<file path="src/rtl/uart_pkg.sv">
`timescale 1ns/1ps
// Shared UART definitions: receiver state encodings and the bit-period helper.
// TX uses the same helper so that both ends of the link agree on the bit period.
package uart_pkg;

  localparam int unsigned DATA_BITS = 8;

  typedef enum logic [2:0] {
    ST_IDLE   = 3'd0,
    ST_START  = 3'd1,
    ST_DATA   = 3'd2,
    ST_PARITY = 3'd3,
    ST_STOP   = 3'd4,
    ST_BREAK  = 3'd5
  } rx_state_t;

  // Clocks per bit, rounded to nearest.
  function automatic int unsigned clks_per_bit(input int unsigned freq, input int unsigned baud);
    return (freq + baud / 2) / baud;
  endfunction

endpackage

</file>
<file path="src/rtl/uart_rx_sync.sv">
`timescale 1ns/1ps
// Two-flop synchronizer for the asynchronous serial line.
// Both flops reset to 1 so the line reads idle during and just after reset.
module uart_rx_sync (
  input  logic clk,
  input  logic rst_n,
  input  logic d,
  output logic q
);

  logic meta;

  always_ff @(posedge clk) begin
    if (!rst_n) begin
      meta <= 1'b1;
      q    <= 1'b1;
    end else begin
      meta <= d;
      q    <= meta;
    end
  end

endmodule

</file>
<file path="src/rtl/uart_rx_v1.sv">
`timescale 1ns/1ps
// UART receiver, 8N1 LSB first, mid-bit sampling, valid/ready output hold register.
// Define UART_RX_PARITY_EN to receive 8E1/8O1 frames (PARITY_ODD selects the sense).
module uart_rx_v1
  import uart_pkg::*;
#(
  parameter int unsigned CLK_FREQ_HZ = 1_840_000,
  parameter int unsigned BAUD_RATE   = 115_200,
  parameter bit          PARITY_ODD  = 1'b0
) (
  input  logic                 clk,
  input  logic                 rst_n,
  input  logic                 rx,
  output logic [DATA_BITS-1:0] rx_data,
  output logic                 rx_valid,
  input  logic                 rx_ready,
  output logic                 frame_err,
  output logic                 overrun_err,
  output logic                 parity_err,
  output logic                 busy
);

  localparam int unsigned CPB   = clks_per_bit(CLK_FREQ_HZ, BAUD_RATE);
  localparam int unsigned HALF  = CPB / 2;
  localparam int unsigned CNT_W = $clog2(CPB);
  localparam logic [CNT_W-1:0] CNT_LAST = CNT_W'(CPB - 1);
  localparam logic [CNT_W-1:0] CNT_MID  = CNT_W'(HALF - 1);

  rx_state_t            state;
  logic [CNT_W-1:0]     cnt;
  logic [2:0]           bit_cnt;
  logic [DATA_BITS-1:0] shift;
  logic                 rx_s;
  logic                 par_ok;

  uart_rx_sync u_sync (
    .clk   (clk),
    .rst_n (rst_n),
    .d     (rx),
    .q     (rx_s)
  );

`ifdef UART_RX_PARITY_EN
  logic par_bad;
  assign par_ok = ~par_bad;
`else
  logic unused_parity_odd;
  assign unused_parity_odd = PARITY_ODD;
  assign par_ok            = 1'b1;
  assign parity_err        = 1'b0;
`endif

  always_ff @(posedge clk) begin
    if (!rst_n) begin
      state       <= ST_IDLE;
      cnt         <= '0;
      bit_cnt     <= '0;
      shift       <= '0;
      rx_data     <= '0;
      rx_valid    <= 1'b0;
      frame_err   <= 1'b0;
      overrun_err <= 1'b0;
      busy        <= 1'b0;
`ifdef UART_RX_PARITY_EN
      parity_err  <= 1'b0;
      par_bad     <= 1'b0;
`endif
    end else begin
      frame_err   <= 1'b0;
      overrun_err <= 1'b0;
`ifdef UART_RX_PARITY_EN
      parity_err  <= 1'b0;
`endif
      // Consumer handshake; a delivery below on the same edge overrides this clear.
      if (rx_valid && rx_ready) begin
        rx_valid <= 1'b0;
      end

      case (state)
        ST_IDLE: begin
          if (!rx_s) begin
            state <= ST_START;
            cnt   <= '0;
            busy  <= 1'b1;
          end
        end

        ST_START: begin
          if (cnt == CNT_MID) begin
            cnt     <= '0;
            bit_cnt <= '0;
            if (!rx_s) begin
              state <= ST_DATA;
`ifdef UART_RX_PARITY_EN
              par_bad <= 1'b0;
`endif
            end else begin
              state <= ST_IDLE;
              busy  <= 1'b0;
            end
          end else begin
            cnt <= cnt + CNT_W'(1);
          end
        end

        ST_DATA: begin
          if (cnt == CNT_LAST) begin
            cnt     <= '0;
            shift   <= {rx_s, shift[DATA_BITS-1:1]};
            bit_cnt <= bit_cnt + 3'd1;
            if (bit_cnt == 3'd7) begin
`ifdef UART_RX_PARITY_EN
              state <= ST_PARITY;
`else
              state <= ST_STOP;
`endif
            end
          end else begin
            cnt <= cnt + CNT_W'(1);
          end
        end

`ifdef UART_RX_PARITY_EN
        ST_PARITY: begin
          if (cnt == CNT_LAST) begin
            cnt     <= '0;
            par_bad <= rx_s ^ (^shift) ^ PARITY_ODD;
            state   <= ST_STOP;
          end else begin
            cnt <= cnt + CNT_W'(1);
          end
        end
`endif

        ST_STOP: begin
          if (cnt == CNT_LAST) begin
            cnt <= '0;
`ifdef UART_RX_PARITY_EN
            parity_err <= par_bad;
`endif
            if (!rx_s) begin
              frame_err <= 1'b1;
              state     <= ST_BREAK;
            end else begin
              state <= ST_IDLE;
              busy  <= 1'b0;
              if (par_ok) begin
                if (!rx_valid || rx_ready) begin
                  rx_data  <= shift;
                  rx_valid <= 1'b1;
                end else begin
                  overrun_err <= 1'b1;
                end
              end
            end
          end else begin
            cnt <= cnt + CNT_W'(1);
          end
        end

        // Line held low after a bad stop bit: wait for idle before re-arming.
        ST_BREAK: begin
          if (rx_s) begin
            state <= ST_IDLE;
            busy  <= 1'b0;
          end
        end

        default: begin
          state <= ST_IDLE;
          busy  <= 1'b0;
        end
      endcase
    end
  end

endmodule

</file>
<file path="config.mk">
export PLATFORM = sky130hd
export DESIGN_NAME = uart_rx_v1
export DESIGN_NICKNAME = d
export VERILOG_FILES = /design/src/rtl/uart_pkg.sv /design/src/rtl/uart_rx_sync.sv /design/src/rtl/uart_rx_v1.sv
export SDC_FILE = /design/constraint.sdc
export NUM_CORES = 1
export LEC_CHECK = 0
export CAP_MARGIN = 20
export CORE_MARGIN = 5
export CORE_UTILIZATION = 55
export CTS_BUF_LIST = sky130_fd_sc_hd__clkbuf_8
export DETAILED_ROUTE_END_ITERATION = 8
export PLACE_DENSITY = 0.89
export SYNTH_ARGS = -nofsm -noshare
export SYNTH_HDL_FRONTEND = slang
export SYNTH_HIERARCHICAL = 1
export SYNTH_SLANG_ARGS = --single-unit
export TNS_END_PERCENT = 100
</file>
<file path="constraint.sdc">
create_clock -name clk -period 2.18 [get_ports clk]
set_input_delay 0.654 -clock clk [delete_from_list [all_inputs] [get_ports clk]]
set_output_delay 0.654 -clock clk [all_outputs]
set_load 0.03 [all_outputs]
</file>
==> impl_results.md <==
- Clock sinks: 32
- Critical-path cell list: clkdlybuf4s50_1
- Maximum number of pins on one net before global-route repair: 21
- EDFF count, synth: 0
- Ranking of synthesized cells by area: sky130_fd_sc_hd__dfxtp_1, sky130_fd_sc_hd__mux2i_1, sky130_fd_sc_hd__nand3_1, sky130_fd_sc_hd__o21ai_0, sky130_fd_sc_hd__nand2_1
- Sequential share of power: 49.7%
- Final core utilization: about two thirds
- P_sw: 254.0 uW
- Fraction of post-synthesis cell area in the top cell type by area: 46.76%
- Syn Area/Cell: 8.510 um2
- Number of optimization iterations in the first detailed-route pass: 4
- Area after detailed placement: 1524 um2
- DR vias: roughly 1200
- Die Y: 59.91 um
- Core area: 2432 um2
- Setup Buffers After CTS: 0
- Combined area of all synthesized cells: 1370 um2
- Ratio of final minimum period to clock period: roughly nine tenths
- CTS Root Buffer Type: sky130_fd_sc_hd__clkbuf_8
- Vias per std cell: 5.663
- Via count of the first global-routing pass: between 1000 and 1500
- Clock latency on the worst-skew pair: approximately 0.29 ns
- Worst path arrival time: 1.33 ns
- Part of the total power dissipated in combinational logic: approximately 4.8%
- Number of hold violations in the final report: 0
- Total CTS buffers: 5
- Power share of the clock group: 45.5%
- Cells on Worst Hold Path: 1
- Unique masters post-synth: 35
- Count of pins on the block boundary: 17
- Number of design-rule violations left by the first detailed-router iteration: 29
- Critical path's top delay family: buffers and inverters
- Internal power component: 947.5 uW
- Worst R2R Path Depth: 4
- Hold bufs inserted after CTS: 0
- Overall Global Routing Usage: 17.96%
- CTS resizes: 0
- Global-route wire length before repair: ~4.7 mm
- Kind of path behind the tightest hold check: register to register
- Post-synth ARST share: 0%
- Transition time at the pin with the least slew margin: 0.5912 ns
- Cell types with the highest counts after synthesis: sky130_fd_sc_hd__dfxtp_1, sky130_fd_sc_hd__nand3_1, sky130_fd_sc_hd__nand2_1, sky130_fd_sc_hd__nor2_1, sky130_fd_sc_hd__o21ai_0
- Post-DP HPWL: 2.158 mm
- Average wire per standard cell: 14.58 um
- Instance count of the mapped netlist: 161
- Startpoint class of the critical path: register
- Post-Route Setup TNS: 0 ns
- Ys flop type: sky130_fd_sc_hd__dfxtp_1
- Largest fanout on the critical path: 3
- Antenna Diode Count: 0
- Rel. slew slack: 60.54%
- Initial core utilization: a little under three fifths
- Dominant cell type by area after synthesis: sky130_fd_sc_hd__dfxtp_1
- Setup repair after global routing missed its margin: false
- Count of final setup violators: 0
- Worst endpoint required time: 1.53 ns
- Final critical path time including I/O delays and setup: 1.980 ns
- Critical setup path kind: register to output pin
- Post-route cell area: 1632 um2
- Die area: roughly 3600 um2
- Synth warnings: 6
- Static leakage: between 0.5 and 0.6 nW
- Power per cell area: 736.4 nW/um2
- Number of max-capacitance violations reported: 0
- Count of port buffers added during placement: 15
- Clock Skew: between 0.002 and 0.003 ns
- X dimension of the die: 59.91 um
- Maximum clock rate: 505.0 MHz
- Clock Path Buffers: 2
- Sequential-to-total area share from yosys stat: 46.76%
- Final GP Congestion: about 0.8
- Row cnt: 18
- Share of layout cells above drive strength 1: 6.857%
- Sw frac: 21.14%
- Peak supply drop: 595.8 uV
- Yosys reg bits: 32
- Total grt overflow: 0
- Most common cell in the synthesized netlist: sky130_fd_sc_hd__dfxtp_1
- Worst-path cell with the longest stage delay: sky130_fd_sc_hd__clkdlybuf4s50_1
- Maximum level of the CTS H-tree: 2
- CTS tree: built
- Run status: complete, no violations
- Critical path capture point type: output pin
- Final Max Slew Viols: 0
- Drt total wl: 2.988 mm
- Post-Synthesis Net Count: 168
- Layout area overhead: 19.09%
- DRC: 0
- Initial antenna violation count: 0
- Layout net count: 181
- Total number of cells along the worst setup path: 1
- Remaining number of nets flagged by the antenna check after routing: 0
- Number of buffers and inverters on the critical path: 1
- Max stage delay on crit path: between 0.6 and 0.7 ns
- Clock-pin slew on the worst setup and hold paths: 0.06 ns
==> placed cells by master (no fill, tap or decap), drive strengths merged, types with 4 or more instances in the layout <==
master and count:
a21oi 5, inv 4, nor3 6, buf 4, mux2i 9, clkbuf 5, nor2 16, o21ai 14
clkdlybuf4s50 15, dfxtp 32, nand3 17, nand2b 4, nand2 16
==> state kept, by name (all words and copies together) (netlist names) <==
signal	cells
rx_valid	1
rx_data	8
overrun_err	1
u_sync/q	1
frame_err	1
u_sync/meta	1
shift	8
bit_cnt	3
state	3
busy	1
cnt	4
==> stage by stage <==
step	worst slack, ns	instances	hold slack [ns]	total power, mW
after detailed placement	0.2379	197	0.3988	0.6675
final	0.1999	205	0.4090	1.202
after floorplan	0.6056	161	0.3863	0.6480
after global placement	0.3606	197	0.3953	0.6629
after CTS	0.1799	205	0.4140	1.216
after global routing	0.1717	205	0.4305	1.244
==> logic make-up (layout without fill, tap and decap cells) <==
| logic type | count (synthesis) | count (layout) | synth area share, % |
|---|---|---|---|
| simple gates | 69 | 69 | 24.02 |
| flops | 32 | 32 | 46.76 |
| compound gates | 28 | 28 | 12.15 |
| buf+inv | 16 | 30 | 5.479 |
| mux | 9 | 9 | 6.576 |
| fa+ha+maj | 4 | 4 | 3.471 |
| xor+xnor | 2 | 2 | 1.279 |
| other cells | 1 | 1 | 0.2737 |
==> per-layer routing <==
metal	vias up	global-route usage, %	share of wire (%)
met1	525	20.29	42
met4	0	10.13	3.7
met2	42	28.86	48
met3	13	6.695	6.3
met5	-	0	0
li1	581	-	-
==> worst paths after layout <==
| kind | from | to | slack (ns) |
|---|---|---|---|
| setup / recovery | busy | busy | 0.20 |
| hold / removal | u_sync/meta | u_sync/q | 0.41 |
| setup reg to reg | state[1] | bit_cnt[2] | 0.51 |
| hold reg to reg | u_sync/meta | u_sync/q | 0.41 |
==> power groups by stage <==
stage          Clock [mW]  Combinational (mW)  Sequential, mW
5_1_grt             0.584              0.0629           0.597
2_1_floorplan           0              0.0367           0.611
3_3_place_gp            0              0.0542           0.609
4_1_cts             0.561              0.0581           0.596
3_5_place_dp            0              0.0580           0.610
6_report            0.547              0.0581           0.597
==> cell type report <==
type	instances	area [um2]
fillers	204	800.8
clock inverters	3	38.79
multi-input cells	113	654.4
well taps	30	37.54
clock buffers	5	68.82
repair buffers	19	180.2
flip-flops and latches	32	640.6
inverters	3	11.26
(Power assumes the default switching activity.)
